[src/rtl/ram_write_sequencer.sv]
// ram_write_sequencer
//   Drives a bank of WIDTH parallel 1024x1 ECL RAM chips that share address,
//   enable and write pins. Single-cycle read/write requests become pin-level
//   RAM cycles with setup, write-pulse and hold phases. A bulk clear zeroes
//   all 1024 words back to back. With RAM_WRITE_VERIFY_EN defined, every
//   write is read back and compared, and the first mismatch address is kept.
//
// Ports
//   clk, rst_n              clock, asynchronous active-low reset
//   req_valid/req_ready     request handshake (accepted on valid & ready)
//   req_write               1 = write, 0 = read
//   req_addr, req_data      word address (bit 9 -> chip pin a0), write data
//   rsp_valid, rsp_data     one-cycle read-data pulse, data held until next read
//   clr_start, clr_busy     bulk clear start pulse (IDLE only), clear running
//   verify_err, verify_addr sticky readback mismatch flag and first bad address
//   ram_a, ram_d            registered RAM address / data-in pins
//   ram_nen, ram_nwrite     registered RAM enable / write strobe, active low
//   ram_q                   RAM data-out pins (0 while disabled or writing)
//
// Configuration macro: RAM_WRITE_VERIFY_EN (adds the VWAIT readback phase).

module ram_write_sequencer #(
  parameter int unsigned WIDTH     = 36,
  parameter int unsigned SETUP_CYC = 2,
  parameter int unsigned PULSE_CYC = 2,
  parameter int unsigned HOLD_CYC  = 1,
  parameter int unsigned READ_CYC  = 2
) (
  input  logic             clk,
  input  logic             rst_n,
  input  logic             req_valid,
  output logic             req_ready,
  input  logic             req_write,
  input  logic [9:0]       req_addr,
  input  logic [WIDTH-1:0] req_data,
  output logic             rsp_valid,
  output logic [WIDTH-1:0] rsp_data,
  input  logic             clr_start,
  output logic             clr_busy,
  output logic             verify_err,
  output logic [9:0]       verify_addr,
  output logic [9:0]       ram_a,
  output logic [WIDTH-1:0] ram_d,
  output logic             ram_nen,
  output logic             ram_nwrite,
  input  logic [WIDTH-1:0] ram_q
);

  typedef enum logic [2:0] {
    IDLE,
    WSETUP,
    WPULSE,
    WHOLD,
    RWAIT,
    RSP
`ifdef RAM_WRITE_VERIFY_EN
    , VWAIT
`endif
  } state_t;

  state_t            state, state_n;
  logic [15:0]       cnt, cnt_n;
  logic [9:0]        addr_n;
  logic [WIDTH-1:0]  data_n;
  logic              busy_n;
  logic              capture;
  logic              wr_done;
  logic              nen_n, nwrite_n;
  logic              verr_set;

  // clr_start outranks a same-cycle request, so it also blocks ready.
  assign req_ready = (state == IDLE) && !clr_busy && !clr_start;

  always_comb begin
    state_n  = state;
    addr_n   = ram_a;
    data_n   = ram_d;
    busy_n   = clr_busy;
    capture  = 1'b0;
    wr_done  = 1'b0;
    verr_set = 1'b0;
    case (state)
      IDLE: begin
        if (clr_start) begin
          addr_n  = '0;
          data_n  = '0;
          busy_n  = 1'b1;
          state_n = WSETUP;
        end else if (req_valid) begin
          addr_n = req_addr;
          if (req_write) begin
            data_n  = req_data;
            state_n = WSETUP;
          end else begin
            state_n = RWAIT;
          end
        end
      end
      WSETUP: if (cnt == '0) state_n = WPULSE;
      WPULSE: if (cnt == '0) state_n = WHOLD;
      WHOLD: begin
        if (cnt == '0) begin
`ifdef RAM_WRITE_VERIFY_EN
          state_n = VWAIT;
`else
          wr_done = 1'b1;
`endif
        end
      end
      RWAIT: begin
        if (cnt == '0) begin
          capture = 1'b1;
          state_n = RSP;
        end
      end
      RSP: state_n = IDLE;
`ifdef RAM_WRITE_VERIFY_EN
      VWAIT: begin
        if (cnt == '0) begin
          wr_done = 1'b1;
          if ((ram_q != ram_d) && !verify_err) verr_set = 1'b1;
        end
      end
`endif
      default: state_n = IDLE;
    endcase

    // End of one write cycle: step the clear address or return to IDLE.
    // The clear stops at 1023 without wrapping the address.
    if (wr_done) begin
      if (clr_busy && (ram_a != 10'h3FF)) begin
        addr_n  = ram_a + 10'd1;
        state_n = WSETUP;
      end else begin
        busy_n  = 1'b0;
        state_n = IDLE;
      end
    end
  end

  // Phase counter counts down to 0 and reloads whenever a state is entered.
  always_comb begin
    cnt_n = '0;
    if (state_n != state) begin
      case (state_n)
        WSETUP:  cnt_n = 16'(SETUP_CYC - 1);
        WPULSE:  cnt_n = 16'(PULSE_CYC - 1);
        WHOLD:   cnt_n = 16'(HOLD_CYC - 1);
        RWAIT:   cnt_n = 16'(READ_CYC - 1);
`ifdef RAM_WRITE_VERIFY_EN
        VWAIT:   cnt_n = 16'(READ_CYC - 1);
`endif
        default: cnt_n = '0;
      endcase
    end else if (cnt != '0) begin
      cnt_n = cnt - 16'd1;
    end
  end

  // Pin levels are decoded from the next state and registered with it,
  // so the pins line up with the state without any input-to-pin path.
  always_comb begin
    nen_n    = 1'b1;
    nwrite_n = 1'b1;
    case (state_n)
      WSETUP, WHOLD, RWAIT: nen_n = 1'b0;
`ifdef RAM_WRITE_VERIFY_EN
      VWAIT:                nen_n = 1'b0;
`endif
      WPULSE: begin
        nen_n    = 1'b0;
        nwrite_n = 1'b0;
      end
      default: ;
    endcase
  end

  always_ff @(posedge clk or negedge rst_n) begin
    if (!rst_n) begin
      state      <= IDLE;
      cnt        <= '0;
      ram_a      <= '0;
      ram_d      <= '0;
      ram_nen    <= 1'b1;
      ram_nwrite <= 1'b1;
      clr_busy   <= 1'b0;
      rsp_valid  <= 1'b0;
      rsp_data   <= '0;
    end else begin
      state      <= state_n;
      cnt        <= cnt_n;
      ram_a      <= addr_n;
      ram_d      <= data_n;
      ram_nen    <= nen_n;
      ram_nwrite <= nwrite_n;
      clr_busy   <= busy_n;
      rsp_valid  <= (state_n == RSP);
      if (capture) rsp_data <= ram_q;
    end
  end

`ifdef RAM_WRITE_VERIFY_EN
  always_ff @(posedge clk or negedge rst_n) begin
    if (!rst_n) begin
      verify_err  <= 1'b0;
      verify_addr <= '0;
    end else if (verr_set) begin
      verify_err  <= 1'b1;
      verify_addr <= ram_a;
    end
  end
`else
  assign verify_err  = 1'b0;
  assign verify_addr = '0;
`endif

endmodule

[config.mk]
export PLATFORM = sky130hd
export DESIGN_NAME = ram_write_sequencer
export DESIGN_NICKNAME = d
export VERILOG_FILES = /design/src/rtl/ram_write_sequencer.sv
export SDC_FILE = /design/constraint.sdc
export NUM_CORES = 1
export LEC_CHECK = 0
export ABC_AREA = 1
export CORE_ASPECT_RATIO = 0.6
export CORE_MARGIN = 3
export CORE_UTILIZATION = 44
export DETAILED_ROUTE_END_ITERATION = 7
export PLACE_DENSITY = 0.76
export SLEW_MARGIN = 20
export SYNTH_ARGS = -nofsm -noshare
export SYNTH_HDL_FRONTEND = slang
export SYNTH_SLANG_ARGS = --single-unit
[constraint.sdc]
create_clock -name clk -period 2.3 [get_ports clk]
set_clock_uncertainty 0.2 [all_clocks]
set_input_delay 0.345 -clock clk [delete_from_list [all_inputs] [get_ports clk]]
set_output_delay 0.345 -clock clk [all_outputs]
set_load 0.005 [all_outputs]
==> impl_metrics.csv, run 1 <==
group,metric,value,unit
outcome,status,"completed",
detailed_routing,drt-initial-drc-count,197,
floorplan,dieHeight,86.9,µm
finish,n_fill_cell,787,
pwr,p_clk_frac,0.172,
sta,finalHoldViolations,0,
hold_path,hold_path_class,"in -> async",
pwr,finalPower,8.59,mW
worst_setup_path,crit_path_end_kind,"output pin",
finish,finalInstanceArea,0.00703,mm²
sta,setup_viol,0,
worst_setup_path,slowest_delay,0.52,ns
worst_setup_path,required,1.75,ns
pwr,leakagePower,3.31,nW
sta,rsz0062_at_grt,"false",
place,dpl.hpwl,9650,µm
grt,grt_pass1_wl,21300,µm
synth,async_reset_ff_frac,1.00,
floorplan,die_x,141,µm
clock_tree,cts_buffer_depth,2,
finish,drive_above_1_share,0.118,
synth,synth.most_common_cell,"nand2_1",
floorplan,io-pin-count,185,
synth,synth_cells,542,
floorplan,num_rows,28,
detailed_routing,drc,0,
sta,fmax,452,MHz
synth,synth.area.top_cells,"dfrtp_1 (54%), nand2_1 (14%), o21ai_0 (5.1%)",
sta,slew_viol_final,0,
worst_setup_path,arrival,1.67,ns
grt,grt_pass1_vias,4220,
grt,antenna_found_initial,0,
pwr,power.density,1220,mW/mm²
floorplan,core,0.0102,mm²
pwr,p_comb_frac,0.467,
worst_setup_path,crit_chain,"inv_4, nand3_4, nor3_4, clkdlybuf4s50_1",
worst_setup_path,crit_fanout,7,
detailed_routing,drt.antenna.violating_nets,0,
worst_setup_path,r2r_start,"cnt[0]",
clock_tree,clk_pin_slew,0.07,ns
floorplan,start_util,0.469,
sta,worst_slack,0.0869,ns
synth,synth_top_cell_area_share,0.537,
grt,grt_max_degree,39,
clock_tree,clockRootBuffer,"clkbuf_16",
worst_setup_path,cp_slowest_cell,"clkdlybuf4s50_1",
grt,globalRouteTotalUtil,0.220,
synth,ys_seq_elements,105,
pwr,switching_power,3.15,mW
worst_setup_path,reg2reg_slack,0.15,ns
pwr,p_seq_frac,0.362,
sta,min_period_over_period,0.962,
worst_setup_path,criticalPathCategory,"reg -> out",
clock_tree,insertion_delay,0.34,ns
finish,n_antenna_cell,0,
clock_tree,htree_levels,3,
synth,syn_avg_cell_area,8.85,µm²
worst_setup_path,start_kind,"register",
detailed_routing,vias,4315,
synth,synth.cell_area,0.00480,mm²
pwr,ir_drop,0.607,mV
place,placement.io_buffers,173,
grt,gr-total-overflow,0,
synth,synth_cell_type_count,37,
detailed_routing,routedWlPerCell,15.6,µm
place,placed_area,0.00667,mm²
synth,yosysSeqAreaShare,0.548,
synth,synth-edff-count,0,
finish,syn_to_final_growth,46.6,%
sta,tns,0,ns
detailed_routing,drt-pass1-iter-count,4,
synth,yosysTopAreaCell,"dfrtp_1",
clock_tree,cts_buffers,9,
worst_setup_path,r2r_cells,11,
place,globalplace.congestion,0.875,
detailed_routing,postRouteWirelength,13400,µm
place,dp_slack,0.0846,ns
clock_tree,clock-sinks,105,
worst_setup_path,regToRegEndpoint,"cnt[15]",
sta,min_period,2.21,ns
floorplan,dieArea,0.0122,mm²
synth,synth_commonest_cells,"nand2_1 (179), dfrtp_1 (103), o21ai_0 (49)",
synth,synth-main-ff-cell,"dfrtp_1",
finish,nets,811,
clock_tree,cts_tree,"done",
pwr,intPower,5.44,mW
pwr,p_sw_frac,0.367,
detailed_routing,avgViaCountPerCell,5.01,
flow_run,drv_cap,0,
synth,synth_warnings,0,
-- critical path, delay by kind of cell, from the launching register on --
kind | cells | cell delay [ns]
buf+inv | 2 | 0.64
flops | 1 | 0.42
simple gates | 2 | 0.26
-- layer usage --
metal	vias up	part of all wire	global-route usage
met5	-	0	0
met4	0	0.0088	0.0536
met3	8	0.11	0.0954
met2	183	0.44	0.332
met1	2050	0.44	0.295
li1	2074	-	-
-- how the worst max path moves through the flow --
stage	startpoint	endpoint	slack, ns	cells after the start
5_1_grt	state[0]	req_ready	0.01	4
2_1_floorplan	cnt[0]	cnt[13]	0.43	12
3_3_place_gp	req_valid	cnt[15]	0.13	7
3_5_place_dp	clr_start	cnt[3]	0.08	10
6_report	state[0]	req_ready	0.09	4
4_1_cts	state[0]	req_ready	0.008	4
-- timing repair --
action | CTS | global route
buffers inserted | 0 | 4
endpoints found under the setup margin | 1 | 10
endpoints found under the hold margin | 21 | 0
cloned | 0 | 1
hold buffers | 1 | 0
pin swaps | 1 | 1
gates resized for setup | 5 | 1
-- cells by family after synthesis --
logic type	count (synthesis)	share of synthesized area
xor gates and xnor gates	20	0.0365
and+or+nand+nor	290	0.274
DFF	105	0.548
AOI/OAI and AO/OA	64	0.0743
other	1	0.000782
adders and majority gates	2	0.00522
buffers and inverters	60	0.0613
-- power groups by stage --
stage / Combinational (mW) / Clock, mW / Sequential (mW)
final: 4.01 / 1.48 / 3.11
after global routing: 4.44 / 1.59 / 3.21
after CTS: 3.93 / 1.51 / 3.11
after detailed placement: 3.88 / 0 / 3.12
after global placement: 3.75 / 0 / 3.09
after floorplan: 1.92 / 0 / 3.11
-- area by class of cell --
| type | instances | area, µm² | share of cell area |
|---|---|---|---|
| Clock buffer | 9 | 225 | 0.0320 |
| Clock inverter | 7 | 61.3 | 0.00872 |
| Inverter | 26 | 100 | 0.0142 |
| Multi-Input combinational cell | 388 | 1950 | 0.277 |
| Sequential cell | 105 | 2630 | 0.374 |
| Tap cell | 135 | 169 | 0.0240 |
| Timing Repair Buffer | 192 | 1900 | 0.270 |
-- state kept, by name (all words and copies together), names as in the netlist --
name	count
clr_busy	1
cnt	16
ram_a	10
ram_d	36
ram_nen	1
ram_nwrite	1
rsp_data	36
rsp_valid	1
state	3
-- placed cells by master (no fill, tap or decap), types with 5 or more instances in the layout --
cell type        instances
clkbuf_16                9
clkdlybuf4s50_1        172
inv_1                   18
nor2_1                  24
o21ai_0                 49
dfrtp_1                103
nor2_2                  13
conb_1                  11
buf_4                   17
nand3_1                 44
o22ai_1                  5
nand2_1                179
inv_2                    6
xnor2_1                  6
nand2_2                  8
xor2_1                  14
-- stage by stage --
step	std cells	util	hold WS (ns)
2_1_floorplan	552	-	-0.151
3_5_place_dp	840	0.652	0.0803
3_3_place_gp	840	0.652	0.0802
4_1_cts	857	0.683	0.261
5_1_grt	862	0.687	0.264
6_report	862	0.687	0.261
Note: power is estimated with default switching activity, not from simulation.
==> run 2: changes to the inputs <==
Settings changed: CTS_CLUSTER_SIZE set to 30.
==> results of run 2 <==
The final DEF is identical to that of run 1; final timing and power are the same.
==> run 3: changes to the inputs <==
Settings changed: CORE_MARGIN 3 to 2.
==> impl_metrics.csv, run 3 (same netlist as run 1, synthesis figures left out) <==
group,metric,value,unit
outcome,status,"completed",
floorplan,dieArea,0.0118,mm²
clock_tree,htree_levels,3,
sta,fmax,468,MHz
clock_tree,postCtsSetupBuffers,0,
sta,holdWs,0.268,ns
worst_setup_path,required,2.37,ns
grt,antenna_found_initial,0,
detailed_routing,drc,0,
finish,layout_commonest_cell,"nand2_1",
detailed_routing,routedWlPerCell,15.2,µm
grt,grt_pass1_vias,4197,
grt,grt_max_degree,50,
clock_tree,cts_buffers,9,
finish,largestRegisters,"ram_d x36, rsp_data x36, cnt x16",
finish,multi_input_area,0.00192,mm²
clock_tree,clockRootBuffer,"clkbuf_16",
worst_setup_path,crit_chain,"inv_1, ha_1, nand2_2, nor2_4, nand3_2, clkinv_1, nand2_2, nand3_4, nand3_4, nor2_1",
floorplan,dieHeight,84.9,µm
pwr,finalPower,8.44,mW
sta,rsz0062_at_grt,"false",
finish,fin_util,0.658,
worst_setup_path,slowest_delay,0.36,ns
worst_setup_path,crit_fanout,15,
pwr,power.density,1210,mW/mm²
finish,nets,804,
clock_tree,insertion_delay,0.35,ns
detailed_routing,avgViaCountPerCell,4.95,
worst_setup_path,arrival,2.20,ns
pwr,ir_drop,0.684,mV
sta,finalHoldViolations,0,
floorplan,die_x,139,µm
sta,slew_viol_final,0,
floorplan,num_rows,29,
floorplan,io-pin-count,185,
floorplan,start_util,0.453,
clock_tree,cts_tree,"done",
place,dpl.hpwl,9260,µm
detailed_routing,vias,4254,
finish,n_fill_cell,808,
detailed_routing,drt-pass1-iter-count,5,
detailed_routing,drt-initial-drc-count,229,
sta,min_period,2.13,ns
detailed_routing,drt.antenna.violating_nets,0,
detailed_routing,postRouteWirelength,13000,µm
clock_tree,cts_buffer_depth,2,
place,globalplace.congestion,0.849,
worst_setup_path,cp_slowest_cell,"dfrtp_1",
worst_setup_path,start_kind,"register",
sta,tns,0,ns
worst_setup_path,criticalPathCategory,"reg -> reg",
worst_setup_path,reg2reg_slack,0.17,ns
clock_tree,clock-sinks,105,
worst_setup_path,crit_path_end_kind,"register",
sta,setup_viol,0,
finish,drive_above_1_share,0.108,
finish,final-seq-area,0.00263,mm²
pwr,leakagePower,3.28,nW
grt,globalRouteTotalUtil,0.225,
finish,n_antenna_cell,0,
finish,syn_to_final_growth,45.2,%
grt,gr-total-overflow,0,
flow_run,drv_cap,0,
hold_path,hold_path_class,"in -> async",
floorplan,core,0.0106,mm²
finish,final_cell_mix,"nand2_1 (179), clkdlybuf4s50_1 (171), dfrtp_1 (103)",
sta,min_period_over_period,0.928,
place,placement.io_buffers,173,
grt,grt_pass1_wl,21100,µm
clock_tree,clk_pin_slew,0.07,ns
==> run 3: routing by layer <==
| layer | wire length, µm | GRT usage | part of all wire |
|---|---|---|---|
| met2 | 5710 | 0.350 | 0.44 |
| met1 | 5890 | 0.305 | 0.45 |
| met4 | 172 | 0.0523 | 0.013 |
| met3 | 1270 | 0.0818 | 0.097 |
| met5 | 0 | 0 | 0 |
==> run 3: critical path, delay by kind of cell (launching register included) <==
family,cells,cell delay (ns)
flip-flops,1,0.36
adder cells (fa/ha/maj),1,0.21
AND/OR/NAND/NOR,7,1.09
buffers and inverters,2,0.18
==> run 3: stage by stage <==
stage               instances  instance area [µm²]  setup WS (ns)
global placement          842                 6660          0.127
global route              859                 6970         0.0213
finish                    859                 6970          0.166
floorplan                 552                 4830          0.426
detailed placement        842                 6660         0.0710
CTS                       859                 6960         0.0161
==> run 3: worst paths after layout <==
kind / start / depth (start not counted) / to
min reg2reg: rsp_data[8] / 2 / rsp_data[8]
max in group asynchronous: rst_n / 3 / ram_nwrite
min: rst_n / 2 / cnt[6]
max: cnt[0] / 10 / cnt[1]
max reg2reg: cnt[0] / 10 / cnt[1]
min in group clk: rsp_data[8] / 2 / rsp_data[8]
==> run 3: what timing repair did <==
action	in CTS	in global routing
gates resized for setup	3	4
hold endpoints to repair	25	0
hold buffers	1	0
setup endpoints to repair	1	3
==> run 3: layout make-up <==
class | instances | share of cell area
clock buffers | 10 | 0.0329
clock inverters | 6 | 0.00718
inverters | 26 | 0.0144
multi-input cells | 387 | 0.276
flip-flops and latches | 105 | 0.378
well taps | 139 | 0.0250
repair buffers | 186 | 0.267
==> run 3: power by group <==
group	leakage (nW)	internal (mW)	switching, mW
clock	0.130	0.746	0.711
sequential	1.31	2.61	0.506
combinational	1.84	2.00	1.87
